`config.mk`:
```
export PLATFORM = sky130hd
export DESIGN_NAME = key_path_arbiter
export DESIGN_NICKNAME = d
export VERILOG_FILES = /design/src/rtl/key_arb_pkg.sv /design/src/rtl/key_path_arbiter_rr_pick.sv /design/src/rtl/key_path_arbiter.sv
export SDC_FILE = /design/constraint.sdc
export NUM_CORES = 1
export LEC_CHECK = 0
export ABC_AREA = 1
export CAP_MARGIN = 25
export CORE_AREA = 8 8 212 214
export CTS_CLUSTER_SIZE = 20
export DETAILED_ROUTE_END_ITERATION = 6
export DIE_AREA = 0 0 220 222
export SYNTH_ARGS = -nofsm -noshare
export SYNTH_HDL_FRONTEND = slang
export SYNTH_SLANG_ARGS = --single-unit
export TNS_END_PERCENT = 50
```
`constraint.sdc`:
```
create_clock -name clk -period 4.7 [get_ports clk]
set_input_delay 0.47 -clock clk [delete_from_list [all_inputs] [get_ports clk]]
set_output_delay 0.47 -clock clk [all_outputs]
set_load 0.005 [all_outputs]
```
`src/rtl/key_arb_pkg.sv`:
```
// Shared types and helpers for the key-path arbiter.
package key_arb_pkg;

  // Arbiter sequencing states
  typedef enum logic {
    IDLE = 1'b0,
    WAIT = 1'b1
  } arb_state_t;

  localparam int unsigned KEY_W_DEF  = 56;
  localparam int unsigned TRIG_W_DEF = 32;

  // Index width for n items; never narrower than one bit
  function automatic int unsigned id_w(input int unsigned n);
    return (n > 1) ? $clog2(n) : 1;
  endfunction

endpackage

```
`src/rtl/key_path_arbiter_rr_pick.sv`:
```
// Combinational round-robin picker: first set request at or after ptr, with wrap.
module rr_pick
  import key_arb_pkg::*;
#(
  parameter int unsigned N    = 4,
  parameter int unsigned ID_W = id_w(N)
) (
  input  logic [N-1:0]    req,
  input  logic [ID_W-1:0] ptr,
  output logic [N-1:0]    gnt,
  output logic [ID_W-1:0] idx,
  output logic            any
);

  logic [ID_W:0]   sum;
  logic [ID_W-1:0] cand;

  // Scan ptr, ptr+1, ... modulo N and keep the first hit
  always_comb begin
    gnt  = '0;
    idx  = '0;
    any  = 1'b0;
    sum  = '0;
    cand = '0;
    for (int k = 0; k < N; k++) begin
      sum = {1'b0, ptr} + (ID_W + 1)'(k);
      if (sum >= (ID_W + 1)'(N)) begin
        sum = sum - (ID_W + 1)'(N);
      end
      cand = ID_W'(sum);
      if (!any && req[cand]) begin
        any       = 1'b1;
        idx       = cand;
        gnt[cand] = 1'b1;
      end
    end
  end

endmodule

```
`src/rtl/key_path_arbiter.sv`:
```
// Round-robin sequencer sharing one fixed-latency key datapath among requesters.
module key_path_arbiter
  import key_arb_pkg::*;
#(
  parameter int unsigned        NUM_REQ   = 4,
  parameter int unsigned        KEY_W     = KEY_W_DEF,
  parameter int unsigned        TRIG_W    = TRIG_W_DEF,
  parameter int unsigned        LAT       = 1,
  parameter logic [TRIG_W-1:0]  IDLE_TRIG = '0
) (
  input  logic                          clk,
  input  logic                          rst,
  input  logic [NUM_REQ-1:0]            req_valid,
  input  logic [NUM_REQ*KEY_W-1:0]      req_key,
  input  logic [NUM_REQ*TRIG_W-1:0]     req_trig,
  output logic [NUM_REQ-1:0]            req_ready,
  output logic [KEY_W-1:0]              dp_key,
  output logic [TRIG_W-1:0]             dp_trigger,
  input  logic [KEY_W-1:0]              dp_payload,
  output logic                          resp_valid,
  output logic [id_w(NUM_REQ)-1:0]      resp_id,
  output logic [KEY_W-1:0]              resp_payload
);

  localparam int unsigned ID_W  = id_w(NUM_REQ);
  localparam int unsigned CNT_W = id_w(LAT + 1);

  arb_state_t         state, state_d;
  logic [ID_W-1:0]    rr_ptr, rr_ptr_d;
  logic [ID_W-1:0]    gnt_id, gnt_id_d;
  logic [CNT_W-1:0]   cnt, cnt_d;
  logic [KEY_W-1:0]   dp_key_d;
  logic [TRIG_W-1:0]  dp_trigger_d;
  logic               resp_valid_d;
  logic [ID_W-1:0]    resp_id_d;
  logic [KEY_W-1:0]   resp_payload_d;

  logic [NUM_REQ-1:0] pick_gnt;
  logic [ID_W-1:0]    pick_idx;
  logic               pick_any;
  logic [KEY_W-1:0]   sel_key;
  logic [TRIG_W-1:0]  sel_trig;
  logic               accept;

  rr_pick #(
    .N    (NUM_REQ),
    .ID_W (ID_W)
  ) u_pick (
    .req (req_valid),
    .ptr (rr_ptr),
    .gnt (pick_gnt),
    .idx (pick_idx),
    .any (pick_any)
  );

  // Grant strobe is live only while idle and out of reset
  assign accept    = (state == IDLE) && pick_any && !rst;
  assign req_ready = accept ? pick_gnt : '0;

  // Select the granted requester's key/trigger slices
  always_comb begin
    sel_key  = '0;
    sel_trig = '0;
    for (int i = 0; i < NUM_REQ; i++) begin
      if (pick_gnt[i]) begin
        sel_key  = req_key[i*KEY_W +: KEY_W];
        sel_trig = req_trig[i*TRIG_W +: TRIG_W];
      end
    end
  end

  // Next-state and datapath/response next values
  always_comb begin
    state_d        = state;
    rr_ptr_d       = rr_ptr;
    gnt_id_d       = gnt_id;
    cnt_d          = cnt;
    dp_key_d       = dp_key;
    dp_trigger_d   = dp_trigger;
    resp_valid_d   = 1'b0;
    resp_id_d      = resp_id;
    resp_payload_d = resp_payload;
    case (state)
      IDLE: begin
        if (accept) begin
          dp_key_d     = sel_key;
          dp_trigger_d = sel_trig;
          gnt_id_d     = pick_idx;
          cnt_d        = CNT_W'(LAT);
          state_d      = WAIT;
        end
      end
      WAIT: begin
        cnt_d = cnt - CNT_W'(1);
        if (cnt == CNT_W'(1)) begin
          resp_payload_d = dp_payload;
          resp_id_d      = gnt_id;
          resp_valid_d   = 1'b1;
          rr_ptr_d       = (gnt_id == ID_W'(NUM_REQ - 1)) ? '0 : gnt_id + ID_W'(1);
          dp_trigger_d   = IDLE_TRIG;
          state_d        = IDLE;
        end
      end
      default: state_d = IDLE;
    endcase
  end

  // State and output registers
  always_ff @(posedge clk or posedge rst) begin
    if (rst) begin
      state        <= IDLE;
      rr_ptr       <= '0;
      gnt_id       <= '0;
      cnt          <= '0;
      dp_key       <= '0;
      dp_trigger   <= IDLE_TRIG;
      resp_valid   <= 1'b0;
      resp_id      <= '0;
      resp_payload <= '0;
    end else begin
      state        <= state_d;
      rr_ptr       <= rr_ptr_d;
      gnt_id       <= gnt_id_d;
      cnt          <= cnt_d;
      dp_key       <= dp_key_d;
      dp_trigger   <= dp_trigger_d;
      resp_valid   <= resp_valid_d;
      resp_id      <= resp_id_d;
      resp_payload <= resp_payload_d;
    end
  end

endmodule
```
==> out/qor.yml, run 1 <==
postCtsResizedCells: 0
synth.avg_cell_area_um2: 6.40
die-area_mm2: 0.0488
cts_setup_buffers: 0
yosys.cell_types.count: 27
grtUsageMet2: 0.305
clock_power_share: 0.125
worstPathMaxFanout: 29
power.ir.vdd_worst_mv: 0.860
fraction_of_met3_tracks_used_by_global_routing: 0.0737
vias_per_cell: 4.45
clock_tree_from_tritoncts: "yes"
ys_seq_elements: 153
power.share.switching: 0.494
wl_per_cell_um: 17.7
min_period_over_period: 0.817
total_leakage_power_nw: 8.12
timing.critical_path.required_ns: 4.23
yosysTopAreaCell: "sky130_fd_sc_hd__dfrtp_1"
drtPass1Iterations: 6
clk-insertion-delay-late_ns: 0.45
synth_top_area_share: 0.402
critical_path.startpoint_type: "flip-flop"
total_cts_buffers: 17
synthArstFlopShare: 1.00
postCtsHoldBufs: 0
detail_route.drc_violations: 0
die_x_um: 220
run_status: "finished, final reports clean"
worst_endpoint_data_arrival_time_ns: 3.37
grt_antenna_before_repair: 3
clkSinkCount: 153
synthesis.area_mm2: 0.00953
vias: 11318
detailedRoute.firstIterationViolations: 661
route.final.wire_length_um: 45100
finalWeightedCongestion: 0.830
drive_gt1_frac: 0.0339
finalClockSkew_ns: 0.00919
floorplan.initialDensity: 0.230
sequential_to_total_area_share_from_yosys_stat: 0.402
cell_pwr_density_mw_per_mm2: 705
cts_root_buf: "sky130_fd_sc_hd__clkbuf_16"
htree_num_levels: 4
proportion_of_power_drawn_by_flip_flops_and_latches: 0.200
hold_path_class: "flip-flop to flip-flop"
placement_rows: 75
cap_viol_max_count: 0
coreArea_mm2: 0.0415
grt_first_pass_wirelength_um: 68200
area_growth_syn_to_layout_pct: 69.9
clk_transition_reported_paths_ns: 0.07
grt.met1_usage: 0.201
max_slew_margin: 0.304
buffer_ports.inserted: 564
combinationalPowerShare: 0.675
power_switching_mw: 5.64
worst-slew-pin-transition_ns: 1.04
grt_use_total: 0.179
synth-edff-count: 0
num_io_pins: 565
synth_nets: 1911
timing.hold.ws_ns: 0.479
number_of_antenna_repair_diodes: 0
finalHoldViolations: 0
first_global_vias: 11692
clock_tree.buffer_depth: 2
die_height_um: 222
p_int_mw: 5.77
finalSetupTns_ns: 0
top_usage_layer: "met2"
grt_start_max_net_pins: 146
synth_area_leaders: "sky130_fd_sc_hd__dfrtp_1 40%, sky130_fd_sc_hd__nand2_1 28%, sky130_fd_sc_hd__a21oi_1 12%"
hpwlAfterDp_um: 33700
ant_nets: 0
worst-setup-path-type: "flip-flop to primary output"
max_freq_ghz: 0.260
fin_ws_ns: 0.859
worst_setup_slack_after_placement_ns: 1.30
timing.critical_path.to_type: "primary output"
synthFlopType: "sky130_fd_sc_hd__dfrtp_1"
finalNetCount: 2414
drv_slew: 0
report.final.setup_viol: 0
finalCriticalPeriod_ns: 3.84
post_synth_inst_count: 1489
grt_overflow: 0
rsz_0062_raised_after_global_routing: "false"
synth_warnings: 0
-- logic make-up after synthesis --
kind of cell	share of synthesized area
adders and majority gates	0.0105
and+or+nand+nor	0.343
xor gates and xnor gates	0.000919
buffers and inverters	0.114
AOI/OAI and AO/OA	0.130
DFF	0.402
-- metrics by stage --
stage	cells	utilization	instance area (um^2)	total power, mW
finish	2544	0.390	16200	11.4
global route	2544	0.390	16200	12.5
CTS	2544	0.390	16200	11.6
detailed placement	2512	0.376	15600	10.1
global placement	2511	0.376	15600	9.98
floorplan	1489	-	9530	7.09
-- cell usage in the layout (no fill, tap or decap), types with 5 or more instances in the layout --
cell type,instances
sky130_fd_sc_hd__nand2_1,699
sky130_fd_sc_hd__clkdlybuf4s50_1,564
sky130_fd_sc_hd__a21oi_1,233
sky130_fd_sc_hd__inv_1,158
sky130_fd_sc_hd__dfrtp_1,153
sky130_fd_sc_hd__nand3_1,102
sky130_fd_sc_hd__clkbuf_16,17
sky130_fd_sc_hd__buf_4,12
sky130_fd_sc_hd__ha_1,8
sky130_fd_sc_hd__nor2_1,6
sky130_fd_sc_hd__clkinv_4,6
sky130_fd_sc_hd__inv_2,5
-- worst max-delay path, cell delays in order (launching register included) --
cell and delay, ns:
sky130_fd_sc_hd__dfrtp_1 0.54, sky130_fd_sc_hd__inv_2 0.16, sky130_fd_sc_hd__ha_1 0.37, sky130_fd_sc_hd__inv_1 0.13, sky130_fd_sc_hd__nand3_1 0.10, sky130_fd_sc_hd__nand2_1 0.11, sky130_fd_sc_hd__nand3_1 0.14, sky130_fd_sc_hd__nor2_2 0.21
sky130_fd_sc_hd__nand2_1 0.13, sky130_fd_sc_hd__nand3_4 0.33, sky130_fd_sc_hd__nand2_1 0.09, sky130_fd_sc_hd__inv_1 0.07, sky130_fd_sc_hd__clkdlybuf4s50_1 0.55
-- per-layer routing --
layer	vias to the layer above	wire, um
li1	5612	-
met1	5173	17900
met2	479	21600
met3	50	4870
met4	4	835
met5	-	27
-- sequential cells by signal, summed over array words and instances, names as in the netlist --
signal	count
cnt	1
resp_payload	56
resp_id	2
rr_ptr	2
resp_valid	1
state	1
gnt_id	2
dp_trigger	32
dp_key	56
-- power groups by stage --
stage	sequential [mW]	clock [mW]	combinational, mW
3_3_place_gp	2.28	0	7.70
5_1_grt	2.36	1.52	8.65
2_1_floorplan	2.31	0	4.79
3_5_place_dp	2.29	0	7.80
6_report	2.28	1.43	7.70
4_1_cts	2.28	1.48	7.84
-- area by class of cell --
type                    count  area, um^2
clock buffers              18         439
clock inverters            14         154
fillers                  4338       25300
inverters                 165         626
multi-input cells        1075        4650
flip-flops and latches    153        3830
well taps                 539         674
repair buffers            580        5820
-- path summary, 6_finish.rpt --
| path | start | to | cells past startpoint | slack (ns) |
|---|---|---|---|---|
| max in group asynchronous | rst | dp_key[33] | 3 | 3.15 |
| worst max register to register | rr_ptr[0] | dp_trigger[1] | 14 | 1.31 |
| worst max-delay path | rr_ptr[0] | req_ready[0] | 12 | 0.86 |
| worst min register to register | resp_payload[37] | resp_payload[37] | 2 | 0.48 |
| worst min-delay path | resp_payload[37] | resp_payload[37] | 2 | 0.48 |
| min in group asynchronous | rst | dp_key[11] | 2 | 0.59 |
-- cell usage after synthesis (2+ instances only) --
| cell type | n |
|---|---|
| sky130_fd_sc_hd__buf_2 | 45 |
| sky130_fd_sc_hd__buf_4 | 9 |
| sky130_fd_sc_hd__clkbuf_1 | 39 |
| sky130_fd_sc_hd__nand4_1 | 3 |
| sky130_fd_sc_hd__a21oi_2 | 2 |
| sky130_fd_sc_hd__dfrtp_1 | 153 |
| sky130_fd_sc_hd__nand3_1 | 102 |
| sky130_fd_sc_hd__buf_6 | 2 |
| sky130_fd_sc_hd__nor2_1 | 6 |
| sky130_fd_sc_hd__nand2_2 | 2 |
| sky130_fd_sc_hd__inv_1 | 159 |
| sky130_fd_sc_hd__ha_1 | 8 |
| sky130_fd_sc_hd__a21boi_1 | 2 |
| sky130_fd_sc_hd__a21oi_1 | 233 |
| sky130_fd_sc_hd__o21ai_0 | 4 |
| sky130_fd_sc_hd__nor2_2 | 3 |
| sky130_fd_sc_hd__inv_2 | 5 |
| sky130_fd_sc_hd__nand3_2 | 3 |
| sky130_fd_sc_hd__nand2_1 | 701 |
Note: power is estimated with default switching activity, not from simulation.
==> run 2, diff against run 1 <==
- clock period: 4.7 -> 3.4 ns (I/O delays scaled with it)
==> out/qor.yml, run 2 (synthesis results as in run 1) <==
worst-setup-path-type: "flip-flop to primary output"  # unchanged
place.detailed.instances: 2515  # was 2,512
worst-slew-pin-transition_ns: 1.01  # was 1.04 ns
finalClockSkew_ns: 0.0110  # was 0.00919 ns
grt_use_total: 0.181  # was 0.179
detailedRoute.firstIterationViolations: 511  # was 661
num_io_pins: 565  # unchanged
first_global_vias: 11566  # was 11.7k
grt_first_pass_wirelength_um: 69200  # was 68,200 um
area_growth_syn_to_layout_pct: 70.6  # was 69.9%
ant_nets: 0  # unchanged
grt_overflow: 0  # unchanged
hold_path_class: "input pin to flip-flop"  # was flip-flop to flip-flop
finalCoreUtilization: 0.392  # was 0.390
grt_start_max_net_pins: 146  # unchanged
layout.cells.most_common: "sky130_fd_sc_hd__nand2_1"  # unchanged
max_slew_margin: 0.325  # was 0.304
drtPass1Iterations: 4  # was 6
timing.hold.ws_ns: 0.428  # was 0.479 ns
report.power.total_mw: 15.8  # was 11.4 mW
die_height_um: 222  # unchanged
report.final.setup_viol: 0  # unchanged
seqCellArea_mm2: 0.00383  # about the same
clock_tree.buffer_depth: 2  # unchanged
clk_transition_reported_paths_ns: 0.07  # about the same
timing.critical_path.mode_cell: "sky130_fd_sc_hd__nand2_1"  # unchanged
placement_rows: 75  # unchanged
multi_input_area_mm2: 0.00467  # was 0.00465 mm^2
hpwlAfterDp_um: 34500  # was 33,700 um
cell_pwr_density_mw_per_mm2: 971  # was 705 mW/mm^2
vias: 11481  # was 11.3k
grt_antenna_before_repair: 4  # was 3
critical_path.startpoint_type: "flip-flop"  # unchanged
clock_power_share: 0.115  # was 0.125
die-area_mm2: 0.0488  # unchanged
timing.critical_path.required_ns: 3.06  # was 4.23 ns
run_status: "finished, final reports clean"  # unchanged
total_leakage_power_nw: 8.14  # was 8.12 nW
finalNonFillerCells: 2549  # was 2,544
worstPathMaxFanout: 9  # was 29
finalWeightedCongestion: 0.873  # was 0.830
clock_tree_from_tritoncts: "yes"  # unchanged
htree_num_levels: 4  # unchanged
slowest_delay_ns: 0.56  # was 0.55 ns
layout.cells.most_common_list: "699 x sky130_fd_sc_hd__nand2_1, 563 x sky130_fd_sc_hd__clkdlybuf4s50_1, 233 x sky130_fd_sc_hd__a21oi_1"  # was 699 x sky130_fd_sc_hd__nand2_1, 564 x sky130_fd_sc_hd__clkdlybuf4s50_1, 233 x sky130_fd_sc_hd__a21oi_1
crit_chain: "inv_2, ha_1, inv_1, nand3_1, nand2_1, nand3_2, nor2_4, nand2_1, nand3_4, nand2_1, inv_1, clkdlybuf4s50_1"  # was inv_2, ha_1, inv_1, nand3_1, nand2_1, nand3_1, nor2_2, nand2_1, nand3_4, nand2_1, inv_1, clkdlybuf4s50_1
min_period_over_period: 0.942
finalHoldViolations: 0  # unchanged
n_fill_cell: 4327  # was 4,338
floorplan.initialDensity: 0.230  # unchanged
proportion_of_power_drawn_by_flip_flops_and_latches: 0.201  # was 0.200
combinationalPowerShare: 0.684  # was 0.675
route.final.wire_length_um: 46200  # was 45,100 um
finalNetCount: 2419  # was 2,414
clk-insertion-delay-late_ns: 0.44  # was 0.45 ns
drv_slew: 0  # unchanged
max_freq_ghz: 0.312
biggestRegsByFlops: "dp_key: 56 flops, resp_payload: 56 flops, dp_trigger: 32 flops"  # unchanged
worst_endpoint_data_arrival_time_ns: 2.86  # was 3.37 ns
p_int_mw: 7.99  # was 5.77 mW
clkSinkCount: 153  # unchanged
coreArea_mm2: 0.0415  # unchanged
cts_root_buf: "sky130_fd_sc_hd__clkbuf_16"  # unchanged
power_switching_mw: 7.80  # was 5.64 mW
timing.critical_path.to_type: "primary output"  # unchanged
finalCriticalPeriod_ns: 3.20
buffer_ports.inserted: 564  # unchanged
worst_path_max_delay_cell: "sky130_fd_sc_hd__clkdlybuf4s50_1"  # unchanged
wl_per_cell_um: 18.1  # was 17.7 um
power.ir.vdd_worst_mv: 0.701  # was 0.860 mV
die_x_um: 220  # unchanged
cap_viol_max_count: 0  # unchanged
vias_per_cell: 4.50  # was 4.45
drive_gt1_frac: 0.0378  # was 0.0339
total_cts_buffers: 17  # unchanged
power.share.switching: 0.494  # about the same
postCtsHoldBufs: 0  # unchanged
detail_route.drc_violations: 0  # unchanged
## run 2: area by class of cell
type | instances | share of cell area
Inverter | 165 | 0.0384
Antenna cell | 2 | 0.000308
Sequential cell | 153 | 0.236
Multi-Input combinational cell | 1075 | 0.287
Timing Repair Buffer | 585 | 0.364
Clock buffer | 19 | 0.0272
Tap cell | 539 | 0.0415
Clock inverter | 11 | 0.00554
## run 2: routing by layer
metal	vias up	global-route usage	wire (um)
li1	5630	-	-
met5	-	0	13
met4	2	0.0473	726
met3	37	0.0708	4960
met2	469	0.314	22700
met1	5343	0.204	17800
## run 2: metrics by stage
step | setup TNS [ns] | instance area (um^2) | worst slack (ns)
final | 0 | 16300 | 0.199
after global placement | 0 | 15700 | 0.458
after global routing | -0.00294 | 16300 | -0.00294
after detailed placement | 0 | 15700 | 0.429
after CTS | 0 | 16200 | 0.0256
after floorplan | 0 | 9530 | 0.946
## run 2: worst paths after layout
kind / start / to / slack (ns) / cells after the start
max: rr_ptr[0] / req_ready[0] / 0.20 / 12
min: dp_payload[10] / resp_payload[10] / 0.43 / 3
max reg2reg: rr_ptr[0] / dp_key[37] / 0.61 / 15
min reg2reg: dp_key[52] / dp_key[52] / 0.48 / 2
max in group asynchronous: rst / resp_payload[28] / 2.03 / 4
min in group asynchronous: rst / rr_ptr[0] / 0.50 / 2
## run 2: repair_timing
action / in CTS / in global routing
setup endpoints to repair: 3 / 4
pin swaps: 0 / 0
resized for setup: 3 / 5
setup buffers: 0 / 1
## run 2: power by group through the flow
stage | clock network, mW | logic (mW) | registers (mW)
2_1_floorplan | 0 | 6.62 | 3.19
3_3_place_gp | 0 | 10.8 | 3.16
3_5_place_dp | 0 | 10.8 | 3.19
4_1_cts | 1.89 | 10.9 | 3.18
5_1_grt | 1.94 | 12.1 | 3.27
6_report | 1.81 | 10.8 | 3.17
## run 2: critical path, delay by kind of cell, from the launching register on
kind / cells / cell delay, ns
buffers and inverters: 4 / 0.91
adder cells (fa/ha/maj): 1 / 0.29
flip-flops: 1 / 0.43
AND/OR/NAND/NOR: 7 / 0.80
